**src/rtl/hybrid_sched_pkg.sv**
```systemverilog
// Shared definitions for the approximate-adder scheduler.
//   state_e  : scheduler FSM encoding (IDLE, EXEC, RESP)
//   CNT_W    : width of the saturating operation/error counters
//   CNT_MAX  : saturation value of those counters
//   id_width : requester-index width, clog2 with a floor of 1 bit
package hybrid_sched_pkg;

    typedef enum logic [1:0] {
        IDLE = 2'd0,
        EXEC = 2'd1,
        RESP = 2'd2
    } state_e;

    localparam int              CNT_W   = 16;
    localparam logic [CNT_W-1:0] CNT_MAX = {CNT_W{1'b1}};

    function automatic int id_width(input int n);
        return (n <= 2) ? 1 : $clog2(n);
    endfunction

endpackage

```
**src/rtl/HybridAdder.sv**
```systemverilog
// Approximate adder core: exact N1-bit upper segment, approximate N2-bit
// lower segment (lower-part OR adder).
//   a_i, b_i : W-bit operands (W = N1+N2)
//   sum_o    : W-bit approximate sum
//   cout_o   : carry out of the upper segment
module HybridAdder #(
    parameter int N1 = 16,
    parameter int N2 = 16
) (
    input  logic [N1+N2-1:0] a_i,
    input  logic [N1+N2-1:0] b_i,
    output logic [N1+N2-1:0] sum_o,
    output logic             cout_o
);

    localparam int W = N1 + N2;

    logic [N2-1:0] lo_sum;
    logic          lo_carry;
    logic [N1:0]   hi_sum;

    // Lower bits are OR-ed instead of added; the only carry passed upward is
    // the AND of the two lower-segment MSBs, so long carry chains are lost.
    assign lo_sum   = a_i[N2-1:0] | b_i[N2-1:0];
    assign lo_carry = a_i[N2-1] & b_i[N2-1];
    assign hi_sum   = {1'b0, a_i[W-1:N2]} + {1'b0, b_i[W-1:N2]} + {{N1{1'b0}}, lo_carry};

    assign sum_o  = {hi_sum[N1-1:0], lo_sum};
    assign cout_o = hi_sum[N1];

endmodule

```
**src/rtl/rr_arbiter.sv**
```systemverilog
// Combinational round-robin arbiter. The grant pointer is held by the caller.
//   req_i        : request vector
//   last_grant_i : index granted most recently; search starts one above it
//   grant_o      : one-hot grant (all zero when no request)
//   grant_idx_o  : encoded index of grant_o
//   any_o        : at least one request present
module rr_arbiter
    import hybrid_sched_pkg::*;
#(
    parameter  int NREQ = 4,
    localparam int IW   = id_width(NREQ)
) (
    input  logic [NREQ-1:0] req_i,
    input  logic [IW-1:0]   last_grant_i,
    output logic [NREQ-1:0] grant_o,
    output logic [IW-1:0]   grant_idx_o,
    output logic            any_o
);

    int            idx;
    logic [IW-1:0] idx_w;
    logic          found;

    always_comb begin
        grant_o     = '0;
        grant_idx_o = '0;
        any_o       = |req_i;
        found       = 1'b0;
        idx         = 0;
        idx_w       = '0;
        // Walk last_grant+1 .. last_grant+NREQ, wrapping modulo NREQ;
        // the last candidate is last_grant itself.
        for (int i = 1; i <= NREQ; i++) begin
            idx = int'(last_grant_i) + i;
            if (idx >= NREQ) begin
                idx = idx - NREQ;
            end
            idx_w = IW'(idx);
            if (!found && req_i[idx_w]) begin
                found          = 1'b1;
                grant_o[idx_w] = 1'b1;
                grant_idx_o    = idx_w;
            end
        end
    end

endmodule

```
**src/rtl/hybrid_adder_sched.sv**
```systemverilog
// Time-shares one HybridAdder among NREQ requesters with round-robin grant,
// tags each result with the requester id, and monitors accuracy against an
// exact adder with saturating operation and error counters.
//   clk, rst_n            : clock, asynchronous active-low reset
//   req_valid/req_ready   : per-requester handshake (req_ready one-hot pulse)
//   req_a, req_b          : packed operands, requester i at [i*W +: W]
//   rsp_valid/rsp_ready   : response handshake
//   rsp_sum/cout/id/err   : approximate result, carry, requester id, error flag
//   op_cnt, err_cnt       : saturating completed-response / error counters
//   cnt_clr               : synchronous clear of both counters
//   dbg_state             : current FSM state for observation
//
// Handshakes: a transfer happens on a rising clk edge where valid and ready
// are both high. Requesters hold req_valid and operands stable until their
// req_ready pulse; rsp_* stays stable while rsp_valid is high and rsp_ready low.
module hybrid_adder_sched
    import hybrid_sched_pkg::*;
#(
    parameter  int NREQ = 4,
    parameter  int N1   = 16,
    parameter  int N2   = 16,
    localparam int W    = N1 + N2,
    localparam int IW   = id_width(NREQ)
) (
    input  logic              clk,
    input  logic              rst_n,
    input  logic [NREQ-1:0]   req_valid,
    output logic [NREQ-1:0]   req_ready,
    input  logic [NREQ*W-1:0] req_a,
    input  logic [NREQ*W-1:0] req_b,
    output logic              rsp_valid,
    input  logic              rsp_ready,
    output logic [W-1:0]      rsp_sum,
    output logic              rsp_cout,
    output logic [IW-1:0]     rsp_id,
    output logic              rsp_err,
    output logic [CNT_W-1:0]  op_cnt,
    output logic [CNT_W-1:0]  err_cnt,
    input  logic              cnt_clr,
    output logic [1:0]        dbg_state
);

    state_e           state_q, state_d;
    logic [IW-1:0]    last_grant_q, last_grant_d;
    logic [W-1:0]     op_a_q, op_a_d, op_b_q, op_b_d;
    logic [IW-1:0]    op_id_q, op_id_d;
    logic             rsp_valid_q, rsp_valid_d;
    logic [W-1:0]     rsp_sum_q, rsp_sum_d;
    logic             rsp_cout_q, rsp_cout_d;
    logic             rsp_err_q, rsp_err_d;
    logic [IW-1:0]    rsp_id_q, rsp_id_d;
    logic [CNT_W-1:0] op_cnt_q, op_cnt_d, err_cnt_q, err_cnt_d;

    logic [NREQ-1:0]  grant;
    logic [IW-1:0]    grant_idx;
    logic             any_req;
    logic [W-1:0]     core_sum;
    logic             core_cout;
    logic [W:0]       exact_sum;
    logic             core_err;
    logic             rsp_hs;

    rr_arbiter #(.NREQ(NREQ)) u_arb (
        .req_i        (req_valid),
        .last_grant_i (last_grant_q),
        .grant_o      (grant),
        .grant_idx_o  (grant_idx),
        .any_o        (any_req)
    );

    HybridAdder #(.N1(N1), .N2(N2)) u_core (
        .a_i    (op_a_q),
        .b_i    (op_b_q),
        .sum_o  (core_sum),
        .cout_o (core_cout)
    );

    assign exact_sum = {1'b0, op_a_q} + {1'b0, op_b_q};
    assign core_err  = (exact_sum != {core_cout, core_sum});

    // Gated by rst_n so no accept pulse leaks out while reset is held.
    assign req_ready = (state_q == IDLE && rst_n) ? grant : '0;

    always_comb begin
        state_d      = state_q;
        last_grant_d = last_grant_q;
        op_a_d       = op_a_q;
        op_b_d       = op_b_q;
        op_id_d      = op_id_q;
        rsp_valid_d  = rsp_valid_q;
        rsp_sum_d    = rsp_sum_q;
        rsp_cout_d   = rsp_cout_q;
        rsp_err_d    = rsp_err_q;
        rsp_id_d     = rsp_id_q;
        op_cnt_d     = op_cnt_q;
        err_cnt_d    = err_cnt_q;
        rsp_hs       = 1'b0;

        case (state_q)
            IDLE: begin
                if (any_req) begin
                    op_a_d       = req_a[int'(grant_idx)*W +: W];
                    op_b_d       = req_b[int'(grant_idx)*W +: W];
                    op_id_d      = grant_idx;
                    last_grant_d = grant_idx;
                    state_d      = EXEC;
                end
            end
            EXEC: begin
                rsp_sum_d   = core_sum;
                rsp_cout_d  = core_cout;
                rsp_err_d   = core_err;
                rsp_id_d    = op_id_q;
                rsp_valid_d = 1'b1;
                state_d     = RESP;
            end
            RESP: begin
                if (rsp_ready) begin
                    rsp_hs      = 1'b1;
                    rsp_valid_d = 1'b0;
                    state_d     = IDLE;
                end
            end
            default: state_d = IDLE;
        endcase

        // Clear takes priority over a same-cycle increment.
        if (cnt_clr) begin
            op_cnt_d  = '0;
            err_cnt_d = '0;
        end else if (rsp_hs) begin
            if (op_cnt_q != CNT_MAX) begin
                op_cnt_d = op_cnt_q + 1'b1;
            end
            if (rsp_err_q && err_cnt_q != CNT_MAX) begin
                err_cnt_d = err_cnt_q + 1'b1;
            end
        end
    end

    always_ff @(posedge clk or negedge rst_n) begin
        if (!rst_n) begin
            state_q      <= IDLE;
            last_grant_q <= IW'(NREQ - 1);
            op_a_q       <= '0;
            op_b_q       <= '0;
            op_id_q      <= '0;
            rsp_valid_q  <= 1'b0;
            rsp_sum_q    <= '0;
            rsp_cout_q   <= 1'b0;
            rsp_err_q    <= 1'b0;
            rsp_id_q     <= '0;
            op_cnt_q     <= '0;
            err_cnt_q    <= '0;
        end else begin
            state_q      <= state_d;
            last_grant_q <= last_grant_d;
            op_a_q       <= op_a_d;
            op_b_q       <= op_b_d;
            op_id_q      <= op_id_d;
            rsp_valid_q  <= rsp_valid_d;
            rsp_sum_q    <= rsp_sum_d;
            rsp_cout_q   <= rsp_cout_d;
            rsp_err_q    <= rsp_err_d;
            rsp_id_q     <= rsp_id_d;
            op_cnt_q     <= op_cnt_d;
            err_cnt_q    <= err_cnt_d;
        end
    end

    assign rsp_valid = rsp_valid_q;
    assign rsp_sum   = rsp_sum_q;
    assign rsp_cout  = rsp_cout_q;
    assign rsp_err   = rsp_err_q;
    assign rsp_id    = rsp_id_q;
    assign op_cnt    = op_cnt_q;
    assign err_cnt   = err_cnt_q;
    assign dbg_state = state_q;

endmodule

```
**config.mk**
```make
export PLATFORM = sky130hd
export DESIGN_NAME = hybrid_adder_sched
export DESIGN_NICKNAME = d
export VERILOG_FILES = /design/src/rtl/hybrid_sched_pkg.sv /design/src/rtl/HybridAdder.sv /design/src/rtl/rr_arbiter.sv /design/src/rtl/hybrid_adder_sched.sv
export SDC_FILE = /design/constraint.sdc
export NUM_CORES = 1
export LEC_CHECK = 0
export BUFFER_PORTS_ARGS = -buffer_cell sky130_fd_sc_hd__buf_2
export CAP_MARGIN = 20
export CORE_MARGIN = 3
export CORE_UTILIZATION = 40
export CTS_CLUSTER_DIAMETER = 100
export CTS_CLUSTER_SIZE = 25
export DETAILED_ROUTE_END_ITERATION = 7
export PLACE_DENSITY_LB_ADDON = 0.05
export SYNTH_ARGS = -nofsm -noshare
export SYNTH_HDL_FRONTEND = slang
export SYNTH_HIERARCHICAL = 1
export SYNTH_SLANG_ARGS = --single-unit
```
**constraint.sdc**
```tcl
create_clock -name clk -period 6.7 [get_ports clk]
set_clock_uncertainty 0.15 [all_clocks]
set_input_delay 0 -clock clk [delete_from_list [all_inputs] [get_ports clk]]
set_output_delay 0 -clock clk [all_outputs]
set_load 0.02 [all_outputs]
```
* After elaboration in Yosys (flattened, before gate mapping) *
Index checks and enable logic that the tools add are counted.

storage, ports and cells
  register bits = 139
  bits of input ports = 264
  output and inout bits = 75
  logic and storage cells = 119

operators by class
  reduce and logical (&&, ||, !) cells = 23
  shift operators = 2
  add/subtract/negate cells = 13
  multiplexer cells = 45
  bitwise gates (word level) = 5
  $lt $le $gt $ge = 12
  equal/unequal tests = 7

operators by type and width
  operator                 number
  $shiftx A128 B8 Y32      2
  $mux W16                 6
  $add A32 B32 Y33         1
  $ne A33 B33 Y1           1
  $add A16 B1 Y16 const B  2
  $ne A16 B16 Y1 const B   2
  $mux W2                  10
  $mux W4                  5
  $add A16 B16 Y17         1
  $add A17 B1 Y17          1
  $or A16 B16 Y16          1
  $mux W1                  14
  $lt A2 B3 Y1 const B     4
  $or A4 B4 Y4             3
  $reduce_and A2 Y1        5
  $ge A3 B3 Y1 const B     3
  $logic_and A1 B1 Y1      9
  $bmux W1 S2              4
  $demux W1 S2             4
  $ge A2 B1 Y1 const B     4
  $reduce_bool A2 Y1       4
  $sub A2 B1 Y2 const B    4
  $add A2 B2 Y3 const B    2
  $pmux W2 S3              1
  other kinds (11)         14

* Logic depth before layout (Yosys ltp) *
  depth in word-level cells = 16
  mapped depth = 17
  depth with buffers taken out = 17

* Modules after synthesis *
Netlist, hierarchy kept.

by module, submodules not included
  module              area each (um2)  times used  cells each  seq. area each (um2)
  hybrid_adder_sched  9,514.1          1           1,044       3,480.8
  HybridAdder         869.6            1           115         0.0
  rr_arbiter          630.6            1           82          0.0

* Least setup slack after synthesis *
OpenSTA, ideal clock, no wires.

  path kind = reg-to-reg
  start = reg op_a_q[15]
  end = reg rsp_err_q (netlist: rsp_err)
  stages on the path, launching flop included = 18
  arrival = 3,883 ps
  data required time = 6,414 ps
  period minus slack after synthesis = 4,169 ps
  path slack = 2,531 ps
  library setup time = 136 ps
  buffers on the path = 0
  path through = dfrtp_1 -> nand2_1 -> fa_1 -> inv_1 -> fa_1 -> a21o_1 -> a311oi_2 -> o211ai_2 -> a41oi_2 -> xnor2_1 -> xnor2_2 -> a211oi_1 -> a221o_1 -> a2111oi_2 -> nand4_1 -> or4_1 -> nor4_1 -> a31oi_1

on the way
  word-level cells in the longest chain between the ends = 3
  elaborated cells on any way between the ends = 5
  classes of those cells = add/sub: 2; eq/ne: 1; bitwise: 2

RTL lines
  item                      RTL line                   RTL
  start: declaration        hybrid_adder_sched.sv:45   logic [W-1:0] op_a_q, op_a_d, op_b_q, op_b_d;
  start signal: assignment  hybrid_adder_sched.sv:158  op_a_q <= op_a_d;
  $and A1 B1 Y1             HybridAdder.sv:25          assign lo_carry = a_i[N2-1] & b_i[N2-1];
  $add A17 B1 Y17           HybridAdder.sv:26          assign hi_sum = {1'b0, a_i[W-1:N2]} + {1'b0, b_i[W-1:N2]} + {{N1{1'b0}}, lo_carry};
  net core_sum[30]          hybrid_adder_sched.sv:57   logic [W-1:0] core_sum;
  $ne A33 B33 Y1            hybrid_adder_sched.sv:79   assign core_err = (exact_sum != {core_cout, core_sum});
  end signal: assignment    hybrid_adder_sched.sv:164  rsp_err_q <= rsp_err_d;
  end: declaration          hybrid_adder_sched.sv:50   logic rsp_err_q, rsp_err_d;

The timed path passes the listed nets, and every way through them passes these cells.
A chain may end at the register's enable or synchronous reset.

* Final worst setup path *
Ends and elaborated chain as after synthesis.

==> flow_metrics.env <==
export IMPL_cts_root_buf="clkbuf_16"
export IMPL_post_cts_setup_buffer_count=0
export IMPL_postCtsHoldBufs=131
export IMPL_ant_nets=0
export IMPL_drt_initial_drc_count=573
export IMPL_clock_sinks=139
export IMPL_post_drt_wl_per_cell_um=18.5
export IMPL_synth_cells=1241
export IMPL_setup_tns_ns=0
export IMPL_die_area_sq_um=29600
export IMPL_syn_nets=1565
export IMPL_num_nets_final=2001
export IMPL_fmax_mhz=211
export IMPL_crit_fanout=4
export IMPL_rows=60
export IMPL_crit_top_cell="fa_1"
export IMPL_die_h_um=172
export IMPL_htreeDepth=4
export IMPL_vdd_drop_max_uv=226
export IMPL_worstSetupStartpointType="flip-flop"
export IMPL_area_growth_pct=35.2
export IMPL_synth_common_cells="nand2_1 (369), dfrtp_1 (137), nor2_1 (77)"
export IMPL_status="complete, but fails checks"
export IMPL_grt_pass1_wl_um=59100
export IMPL_hold_path_class="in2async"
export IMPL_synth_area_sq_um=11000
export IMPL_crit_required_ns=6.83
export IMPL_drc_errors=0
export IMPL_place_gp_congestion=0.915
export IMPL_hold_viol=2
export IMPL_start_util_pct=40.8
export IMPL_netlist_area_leader_share_pct=31.1
export IMPL_end_kind="flip-flop"
export IMPL_vias=11100
export IMPL_synth_sequential_area_ratio_pct=31.6
export IMPL_drv_cap=0
export IMPL_cts_repair_resized=0
export IMPL_ys_types=76
export IMPL_cts_buffers=17
export IMPL_cpPeakStageDelay_ns=0.53
export IMPL_port_buffers=338
export IMPL_die_x_um=172
export IMPL_whs_ns=-0.00331
export IMPL_drt_wl_total_um=37700
export IMPL_yosys_register_bits=139
export IMPL_finalSetupViolations=0
export IMPL_dr_pass1_iters=5
export IMPL_synth_most_common_cell="nand2_1"
export IMPL_power_leakage_uw=0.00720
export IMPL_arrival_ns=4.86
export IMPL_p_per_area_nw_per_um2=603
export IMPL_rsz0062_at_grt="no"
export IMPL_synth_ff_type="dfrtp_1"
export IMPL_clk_pin_slew_ns=0.07
export IMPL_async_flop_share_pct=100
export IMPL_grt_usage_pct=25.3
export IMPL_grt_overflow=0
export IMPL_min_period_ns=4.74
export IMPL_cts_tree="done"
export IMPL_fin_crit_sh_pct=70.7
export IMPL_antenna_found_initial=3
export IMPL_path_cells="nand2_1, fa_1, inv_1, fa_1, a21o_1, a311oi_2, o211ai_2, a41oi_2, xnor2_1, xnor2_2, a211oi_1, a221o_1, a2111oi_2, nand4_1, or4_1, nor4_1, a31oi_1"
export IMPL_drive_above_1_share_pct=29.3
export IMPL_tightest_slew_ns=0.882
export IMPL_pin_count=339
export IMPL_failed_checks="negative hold slack"
export IMPL_syn_avg_cell_area_sq_um=8.88
export IMPL_yosys_warnings=6
export IMPL_synth_largest_area_cell="dfrtp_1"
export IMPL_synth_edf_count=0
export IMPL_grt_max_degree=78
export IMPL_criticalPathCategory="reg2reg"
export IMPL_routed_via_density=5.44
export IMPL_slew_headroom_pct=41.2
export IMPL_fill_cells=2535
export IMPL_core_sq_um=27000
export IMPL_cts_buffer_depth=2
export IMPL_cpMaxStageDelayCell="or4_1"
export IMPL_slew_violations=0
export IMPL_synth_area_leaders="dfrtp_1 (31%), mux4_2 (13%), nand2_1 (13%), ha_1 (6.5%), xnor2_1 (3.4%)"
export IMPL_clkLatencyLatePin_ns=0.42
export IMPL_hpwl_um=29200
export IMPL_first_global_vias=11000
-- cell families (layout without fill, tap and decap cells) --
kind of cell               Yosys count  count (layout)  share of synthesized area (%)
buffers and inverters               78             527                           3.03
DFF                                139             139                           31.6
xor gates and xnor gates            80              80                           6.50
and+or+nand+nor                    586             586                           23.3
muxes                               79              79                           14.9
other                                0               3                              0
AOI/OAI and AO/OA                  219             219                           13.6
adders and majority gates           60              60                           7.02
-- power breakdown --
part           total, uW  leakage, uW  switching [uW]  internal, uW
combinational       6490      0.00516            3680          2810
clock                961     0.000281             424           537
sequential          1530      0.00175             345          1180
total               8980      0.00720            4450          4530
-- routing by layer --
| layer | global-route usage (%) | share of wire [%] |
|---|---|---|
| met2 | 39.6 | 46 |
| met5 | 0 | 0 |
| met3 | 4.09 | 5.7 |
| met4 | 8.43 | 2.4 |
| met1 | 36.0 | 46 |
-- worst paths after layout --
kind                            depth (start not counted)                           to  slack [ns]                    start
min in group clk                                        6  last_grant_q[0]$_DFFE_PN1P_        0.07             req_valid[2]
max in group asynchronous                               3       op_a_q[30]$_DFFE_PN0P_        5.05                    rst_n
worst max register to register                         17          rsp_err$_DFFE_PN0P_        1.96   op_a_q[15]$_DFFE_PN0P_
worst max-delay path                                   17          rsp_err$_DFFE_PN0P_        1.96   op_a_q[15]$_DFFE_PN0P_
worst min-delay path                                    2       err_cnt[9]$_DFFE_PN0P_      -0.003                    rst_n
worst min register to register                          2      rsp_sum[27]$_DFFE_PN0P_        0.32  rsp_sum[27]$_DFFE_PN0P_
-- layout make-up --
cell class	instances	area, sq um	area share [%]
Inverter	18	67.6	0.454
Antenna cell	3	7.51	0.0504
Clock buffer	18	439	2.95
Tap cell	341	427	2.86
Clock inverter	14	148	0.991
Sequential cell	139	3480	23.4
Timing Repair Buffer	477	3090	20.8
Multi-Input combinational cell	1024	7230	48.6
-- sequential cells by signal (all words and copies together) (netlist names) --
| name | flops |
|---|---|
| dbg_state | 2 |
| err_cnt | 16 |
| last_grant_q | 2 |
| op_a_q | 32 |
| op_b_q | 32 |
| op_cnt | 16 |
| op_id_q | 2 |
| rsp_cout | 1 |
| rsp_err | 1 |
| rsp_id | 2 |
| rsp_sum | 32 |
| rsp_valid | 1 |
-- worst max-delay path: cells and delay by family, from the launching register on --
family	cells	cell delay, ns
AO/OA/AOI/OAI	8	1.84
XOR/XNOR	2	0.42
adder cells (fa/ha/maj)	2	0.58
buffers and inverters	1	0.06
flip-flops	1	0.40
AND/OR/NAND/NOR	4	1.14
-- per-stage QoR --
stage | worst slack [ns] | total power [uW] | util, % | cells | cell area, sq um
2_1_floorplan | 2.53 | 5970 | - | 1241 | 11000
3_3_place_gp | 2.14 | 7560 | 48.0 | 1867 | 13000
3_5_place_dp | 2.02 | 7530 | 48.0 | 1867 | 13000
4_1_cts | 1.53 | 8950 | 55.0 | 2030 | 14900
5_1_grt | 1.67 | 9750 | 55.1 | 2034 | 14900
6_report | 1.96 | 8980 | 55.1 | 2034 | 14900
-- placed cells by master, fill, tap and decap left out, types with 16 or more instances in the layout --
cell	instances
nand4_1	23
inv_1	17
clkbuf_16	17
xnor2_1	43
or2_2	16
buf_2	337
nand2_1	368
ha_1	57
dfrtp_1	137
mux4_2	64
a21o_1	16
nand3_1	21
dlygate4sd3_1	131
o21ai_0	33
nor2_1	77
a21oi_1	54
xor2_1	35
Power figures use the tool's default switching activity.
